$ cat src/rtl/flit_checksum_verifier.sv
// Receive-side flit checksum verifier: recomputes the 8-bit wrap-around sum of header+payload
// serially, compares it against the carried checksum, then forwards or drops the flit.
module flit_checksum_verifier #(
  parameter int FLIT_WIDTH      = 64,
  parameter int CHECKSUM_WIDTH  = 8,
  parameter int BYTES_PER_CYCLE = 1,
  parameter bit DROP_ON_ERROR   = 1'b0
) (
  input  logic                  clk,
  input  logic                  rst_n,
  input  logic [FLIT_WIDTH-1:0] in_flit,
  input  logic                  in_valid,
  output logic                  in_ready,
  output logic [FLIT_WIDTH-1:0] out_flit,
  output logic                  out_valid,
  input  logic                  out_ready,
  output logic                  out_checksum_ok,
  output logic                  err_pulse,
  output logic [15:0]           err_count,
  input  logic                  err_count_clr
);

  localparam int NB    = (FLIT_WIDTH - 8) / 8;
  localparam int IDX_W = $clog2(NB + 1);

  localparam logic [1:0] S_IDLE = 2'd0;
  localparam logic [1:0] S_CALC = 2'd1;
  localparam logic [1:0] S_HOLD = 2'd2;

  if (CHECKSUM_WIDTH != 8) begin : g_bad_checksum_width
    $error("flit_checksum_verifier: CHECKSUM_WIDTH must be 8");
  end
  if (((FLIT_WIDTH - CHECKSUM_WIDTH) % 8) != 0) begin : g_bad_flit_width
    $error("flit_checksum_verifier: FLIT_WIDTH-CHECKSUM_WIDTH must be a multiple of 8");
  end
  if ((BYTES_PER_CYCLE < 1) || ((NB % BYTES_PER_CYCLE) != 0)) begin : g_bad_bytes_per_cycle
    $error("flit_checksum_verifier: BYTES_PER_CYCLE must divide the header+payload byte count");
  end

  logic [1:0]            state_q, state_d;
  logic [FLIT_WIDTH-1:0] flit_q, flit_d;
  logic [7:0]            acc_q, acc_d;
  logic [IDX_W-1:0]      idx_q, idx_d;
  logic                  ok_q, ok_d;
  logic                  err_pulse_q, err_pulse_d;
  logic [15:0]           err_count_q, err_count_d;

  logic [7:0] acc_next;
  logic [7:0] sum_chk;
  logic       last_step;
  logic       sum_good;
  logic       mismatch;

  // Bytes idx_q .. idx_q+BYTES_PER_CYCLE-1, byte 0 being the MSB byte of the flit.
  always_comb begin
    // NOTE: combinational blocks use blocking '=' so each line sees the value just computed;
    // every variable gets a default first so no path can infer a latch.
    acc_next = acc_q;
    for (int b = 0; b < NB; b++) begin
      if ((b >= int'(idx_q)) && (b < int'(idx_q) + BYTES_PER_CYCLE)) begin
        acc_next = acc_next + flit_q[FLIT_WIDTH-1-8*b -: 8];
      end
    end
  end

  assign sum_chk   = acc_next + flit_q[CHECKSUM_WIDTH-1:0];
  assign sum_good  = (sum_chk == 8'hFF);
  assign last_step = (int'(idx_q) + BYTES_PER_CYCLE) >= NB;

  always_comb begin
    state_d     = state_q;
    flit_d      = flit_q;
    acc_d       = acc_q;
    idx_d       = idx_q;
    ok_d        = ok_q;
    mismatch    = 1'b0;

    case (state_q)
      S_IDLE: begin
        if (in_valid) begin
          flit_d  = in_flit;
          acc_d   = 8'h00;
          idx_d   = '0;
          state_d = S_CALC;
        end
      end
      S_CALC: begin
        acc_d = acc_next;
        idx_d = idx_q + IDX_W'(BYTES_PER_CYCLE);
        if (last_step) begin
          mismatch = !sum_good;
          if (sum_good || !DROP_ON_ERROR) begin
            ok_d    = sum_good;
            state_d = S_HOLD;
          end else begin
            state_d = S_IDLE;
          end
        end
      end
      S_HOLD: begin
        if (out_ready) begin
          state_d = S_IDLE;
        end
      end
      default: state_d = S_IDLE;
    endcase

    err_pulse_d = mismatch;

    // A clear coinciding with a new mismatch keeps that mismatch.
    if (err_count_clr) begin
      err_count_d = mismatch ? 16'd1 : 16'd0;
    end else if (mismatch && (err_count_q != 16'hFFFF)) begin
      err_count_d = err_count_q + 16'd1;
    end else begin
      err_count_d = err_count_q;
    end
  end

  always_ff @(posedge clk or negedge rst_n) begin
    if (!rst_n) begin
      state_q     <= S_IDLE;
      flit_q      <= '0;
      acc_q       <= 8'h00;
      idx_q       <= '0;
      ok_q        <= 1'b0;
      err_pulse_q <= 1'b0;
      err_count_q <= 16'h0000;
    end else begin
      // NOTE: registers update with non-blocking '<=' so every flop samples pre-edge values.
      state_q     <= state_d;
      flit_q      <= flit_d;
      acc_q       <= acc_d;
      idx_q       <= idx_d;
      ok_q        <= ok_d;
      err_pulse_q <= err_pulse_d;
      err_count_q <= err_count_d;
    end
  end

  assign in_ready        = (state_q == S_IDLE);
  assign out_valid       = (state_q == S_HOLD);
  assign out_flit        = flit_q;
  assign out_checksum_ok = ok_q;
  assign err_pulse       = err_pulse_q;
  assign err_count       = err_count_q;

endmodule

$ cat config.mk
export PLATFORM = sky130hd
export DESIGN_NAME = flit_checksum_verifier
export DESIGN_NICKNAME = d
export VERILOG_FILES = /design/src/rtl/flit_checksum_verifier.sv
export SDC_FILE = /design/constraint.sdc
export NUM_CORES = 1
export LEC_CHECK = 0
export ABC_AREA = 1
export BUFFER_PORTS_ARGS = -buffer_cell sky130_fd_sc_hd__buf_2
export CAP_MARGIN = 20
export CORE_ASPECT_RATIO = 2
export CORE_UTILIZATION = 56
export CTS_CLUSTER_SIZE = 24
export DETAILED_ROUTE_END_ITERATION = 8
export MAX_ROUTING_LAYER = met4
export PLACE_DENSITY_LB_ADDON = 0.25
export SKIP_CTS_REPAIR_TIMING = 1
export SYNTH_ARGS = -nofsm -noshare
export SYNTH_HDL_FRONTEND = slang
export SYNTH_SLANG_ARGS = --single-unit
export TNS_END_PERCENT = 1
$ cat constraint.sdc
create_clock -name clk -period 8.99 [get_ports clk]
set_input_delay 2.2475 -clock clk [delete_from_list [all_inputs] [get_ports clk]]
set_output_delay 2.2475 -clock clk [all_outputs]
set_load 0.05 [all_outputs]
==> results of run 1 <==
==> critical path, delay by kind of cell, from the launching register on <==
family / cells / cell delay, ps
xor+xnor: 2 / 300
flops: 1 / 420
compound gates: 10 / 1970
fa+ha+maj: 9 / 3720
buf+inv: 6 / 520
simple gates: 12 / 1590
==> metal layers <==
| metal | vias to the layer above | track usage (%) |
|---|---|---|
| met4 | 0 | 19.3 |
| met1 | 3441 | 29.5 |
| met3 | 72 | 2.51 |
| met2 | 211 | 60.3 |
| li1 | 3672 | - |
| met5 | - | - |
==> per-stage QoR <==
step / TNS, ps / worst slack (ps) / cells / hold WS (ps)
2_1_floorplan: 0 / 925 / 1055 / 475
3_3_place_gp: 0 / 228 / 1338 / 495
3_5_place_dp: 0 / 28.4 / 1338 / 504
4_1_cts: -31.8 / -18.0 / 1354 / 519
5_1_grt: -228 / -40.8 / 1364 / 543
6_report: 0 / 410 / 1364 / 516
==> cells in the mapped netlist (4+ instances only) <==
cell type and count:
xnor2_1 5, a21oi_1 37, inv_1 113, or2_2 9, nand3b_1 7, xor2_1 27, nand3_1 78, nand4_1 7
o21ai_2 9, dfrtp_1 95, o21ai_1 4, fa_1 8, nor3_1 6, o21ai_0 39, nor2_1 60, nand2_1 416
ha_1 62, buf_2 4, inv_2 5, nand2_2 4, nand3_2 4, clkbuf_1 16
==> registers in the layout, summed over array words and instances, names as in the netlist <==
signal and cells:
acc_q 8, err_count 16, err_pulse 1, idx_q 3, out_checksum_ok 1, out_flit 64, state_q 2
==> logic make-up after synthesis <==
| family | count (synthesis) |
|---|---|
| AOI/OAI and AO/OA | 111 |
| DFF | 95 |
| xor gates and xnor gates | 32 |
| and+or+nand+nor | 602 |
| buffers and inverters | 145 |
| adders and majority gates | 70 |
==> final cells by class <==
class / instances / share of cell area, %
multi-input combinational: 815 / 52.0
sequential: 95 / 27.2
timing repair buffer: 165 / 9.87
inverter: 122 / 5.27
clock buffer: 11 / 2.77
tap: 150 / 2.14
clock inverter: 5 / 0.757
antenna: 1 / 0.0286
==> worst max path at each step <==
stage,start,to,cells after the start
finish,acc_q[0],err_count[12],39
global route,out_flit[56],err_count[12],48
CTS,idx_q[0],err_count[3],51
detailed placement,idx_q[0],err_count[3],51
global placement,idx_q[0],err_count[13],51
floorplan,out_flit[56],err_count[11],52
==> metrics.txt, run 1 <==
HP Start out_flit[50]; max_cap viols 0; synthesized area 0.00735 mm2; FILL cells 1,111; top cells by area, synth dfrtp_1 (32%), nand2_1 (21%), ha_1 (11%); die boundary height 164 um; HPWL after detailed placement 16.0 mm; asr flop ratio synth 100%; number of DRC markers in iteration 0 353; RR Startpoint acc_q[0]; number of buffers created by CTS 9; drt wl/cell 15.2 um; FF-to-FF End err_count[12]; Worst setup EP type register; Min-Delay Path Depth 2; Post-Route WL 20.7 mm; most frequent cells in the layout nand2_1 (413), buf_2 (151), inv_1 (110), dfrtp_1 (93), nand3_1 (78); CTS Sinks 95; Post-synth EDFFs 0; post-synthesis compound-gate area fraction 8.92%; Ys Warns 0; register area share after synthesis 32.3%; relative max-transition margin 51.7%; IO Count 153; die area 0.0136 mm2; crit-path max cell delay 530 ps; core footprint 0.0127 mm2; syn_nets 1,194; reg2reg setup slack 410 ps; Starting Density 57.9%; Seq. cell area 0.00238 mm2; worst skew pair latency 350 ps; commonest non-fill, non-tap cell in the layout nand2_1; Pre-antenna DRT Iters 5; vias in the first global route 7,218; vias per cell 5.42; Worst-Margin Slew 716 ps; final hold violation count 0; Peak Freq 0.117 GHz; Yosys cell types 47; final core utilization 69.0%; Residual DRC 0; clock root cell clkbuf_16; share of cells above drive strength 1 20.4%; H-tree Lvls 3; Clock transition at path regs 70 ps; R2R cell count 39; minimum clock period 8580 ps; WL met1 7.26 mm; Die X 83.0 um; CP max-delay cell fa_2; simple-gate area share of the yosys netlist 34.5%; TritonCTS clock tree yes; dominant synthesized flop cell dfrtp_1; Congestion Overflow GR 0; Layout area overhead 19.2%; post-synth top area cell dfrtp_1; worst hold path class reg -> reg; Bufs on Longest Clock Path 2; GPL Wtd Cong 0.944; XOR/XNOR Fraction of Synth Area 3.81%; placed instance area 0.00823 mm2; worst path required time 9280 ps; crit path launch type register; Tcrit/Tclk final 95.4%; final instance area 0.00876 mm2; wire length of the first global-routing pass 32.8 mm; WL met3 582 um; final net count 1,347; FF+latch count, synth 95; GR Util All Layers 31.3%; Multi-input gate area 0.00456 mm2; CP most frequent cell nand2_1; WP data arrival 8870 ps; Hold Crit Endpoint out_flit[50]; Routed Antenna Nets 0; post-synthesis mux area share 0%; Adder-Cell Fraction of Synth Area 12.7%; top cell type's share of synthesized area 32.3%; CP Max Fanout 11; largest net degree at the start of global routing 75; initial antenna violation count 1; Setup Viol. Count Final 0; Max Slew Vio Count 0; via count 7,396; cells after synthesis 1,055; skew final 6.55 ps; status finished clean; critical path class reg -> reg; met2 wire len 11.6 mm; main combinational cell family by area after synthesis simple AND/OR/NAND/NOR gates; number of core rows 58; Highest Signal Layer met4; Mean Syn Cell Area 6.97 um2; Port Buf Inserts 152
Power of run 1 is not shown: default switching activity piles up to over one toggle a cycle in this logic, so the estimate is an artifact.
==> run 2: changes to the inputs <==
Clock period 8.99 ns to 8.2 ns, I/O delays scaled along.
==> metrics.txt, run 2 (same netlist as run 1, synthesis figures left out) <==
Bufs on Longest Clock Path 2; Die X 83.0 um; largest net degree at the start of global routing 74; minimum clock period 8390 ps; Post-Route WL 23.5 mm; most frequent cells in the layout nand2_1 (398), buf_2 (151), buf_4 (97), inv_1 (94), dfrtp_1 (94); CTS Sinks 95; Residual DRC 0; worst hold path class reg -> reg; share of cells above drive strength 1 32.8%; number of DRC markers in iteration 0 408; CP most frequent cell nand2_1; setup ws final -187 ps; Multi-input gate area 0.00497 mm2; R2R cell count 49; failing checks negative setup slack; H-tree Lvls 3; final hold violation count 0; Clock transition at path regs 70 ps; drt wl/cell 16.2 um; Seq. cell area 0.00238 mm2; FILL cells 899; commonest non-fill, non-tap cell in the layout nand2_1; worst skew pair latency 360 ps; worst path required time 8500 ps; die boundary height 164 um; Setup Viol. Count Final 16; HPWL after detailed placement 16.6 mm; critical path class reg -> reg; number of core rows 58; wire length of the first global-routing pass 34.1 mm; Max Slew Vio Count 0; Pre-antenna DRT Iters 5; Routed Antenna Nets 0; crit path launch type register; core footprint 0.0127 mm2; Worst setup EP type register; Placed Instances 1,417; CP Max Fanout 7; die area 0.0136 mm2; Port Buf Inserts 152; Starting Density 57.9%; WP data arrival 8680 ps; final net count 1,437; reg2reg setup slack -190 ps; pre-CTS setup slack -489 ps; Worst-Margin Slew 859 ps; Peak Freq 0.119 GHz; TritonCTS clock tree yes; Finished Layout Cells 1,454; GPL Wtd Cong 0.925; vias in the first global route 7,669; crit-path max cell delay 390 ps; Congestion Overflow GR 0; IO Count 153; relative max-transition margin 42.1%; RSZ-0062 raised after global routing yes; number of buffers created by CTS 9; vias per cell 5.56; Tcrit/Tclk final 102%; clock root cell clkbuf_16; max reg flops 64; Layout area overhead 34.5%; status complete, but fails checks; GR Util All Layers 32.4%; Min-Delay Path Depth 2; CP max-delay cell dfrtp_1; skew final 7.14 ps; initial antenna violation count 1; via count 8,079; max_cap viols 0
run 2: layer usage:
layer	wire length, um	global-route usage, %	up-vias
met5	0	-	-
met4	1830	22.5	0
met3	918	3.47	126
met2	13000	62.0	323
met1	7810	29.4	3776
li1	-	-	3854
run 2: layout make-up:
cell class              instances  area share [%]
diodes                          1          0.0253
clock buffers                  10            2.32
clock inverters                 6           0.759
inverters                     122            4.70
multi-input cells             816            50.3
flip-flops and latches         95            24.1
well taps                     150            1.90
repair buffers                254            15.9
run 2: final timing paths:
| check | end | startpoint |
|---|---|---|
| max | err_count[11] | acc_q[0] |
| min | out_checksum_ok | out_checksum_ok |
| max reg2reg | err_count[11] | acc_q[0] |
| min reg2reg | out_checksum_ok | out_checksum_ok |
| max in group asynchronous | acc_q[1] | rst_n |
| min in group asynchronous | out_flit[43] | rst_n |
run 2: worst max-delay path: cells and delay by family, from the launching register on:
family | cells | cell delay [ps]
fa+ha+maj | 9 | 2430
compound gates | 9 | 1820
flops | 1 | 390
xor+xnor | 3 | 490
simple gates | 21 | 2540
buf+inv | 7 | 640
run 2: through the flow:
stage               TNS, ps  hold slack, ps  cell area [um2]  util [%]
floorplan                 0             475             7350         -
global placement      -3950             499             8840      69.6
detailed placement    -8000             498             8840      69.6
CTS                   -9700             516             9140      72.0
global route          -8290             550             9890      77.8
finish                -2480             511             9890      77.8
Power of run 2 is left out for the same reason.
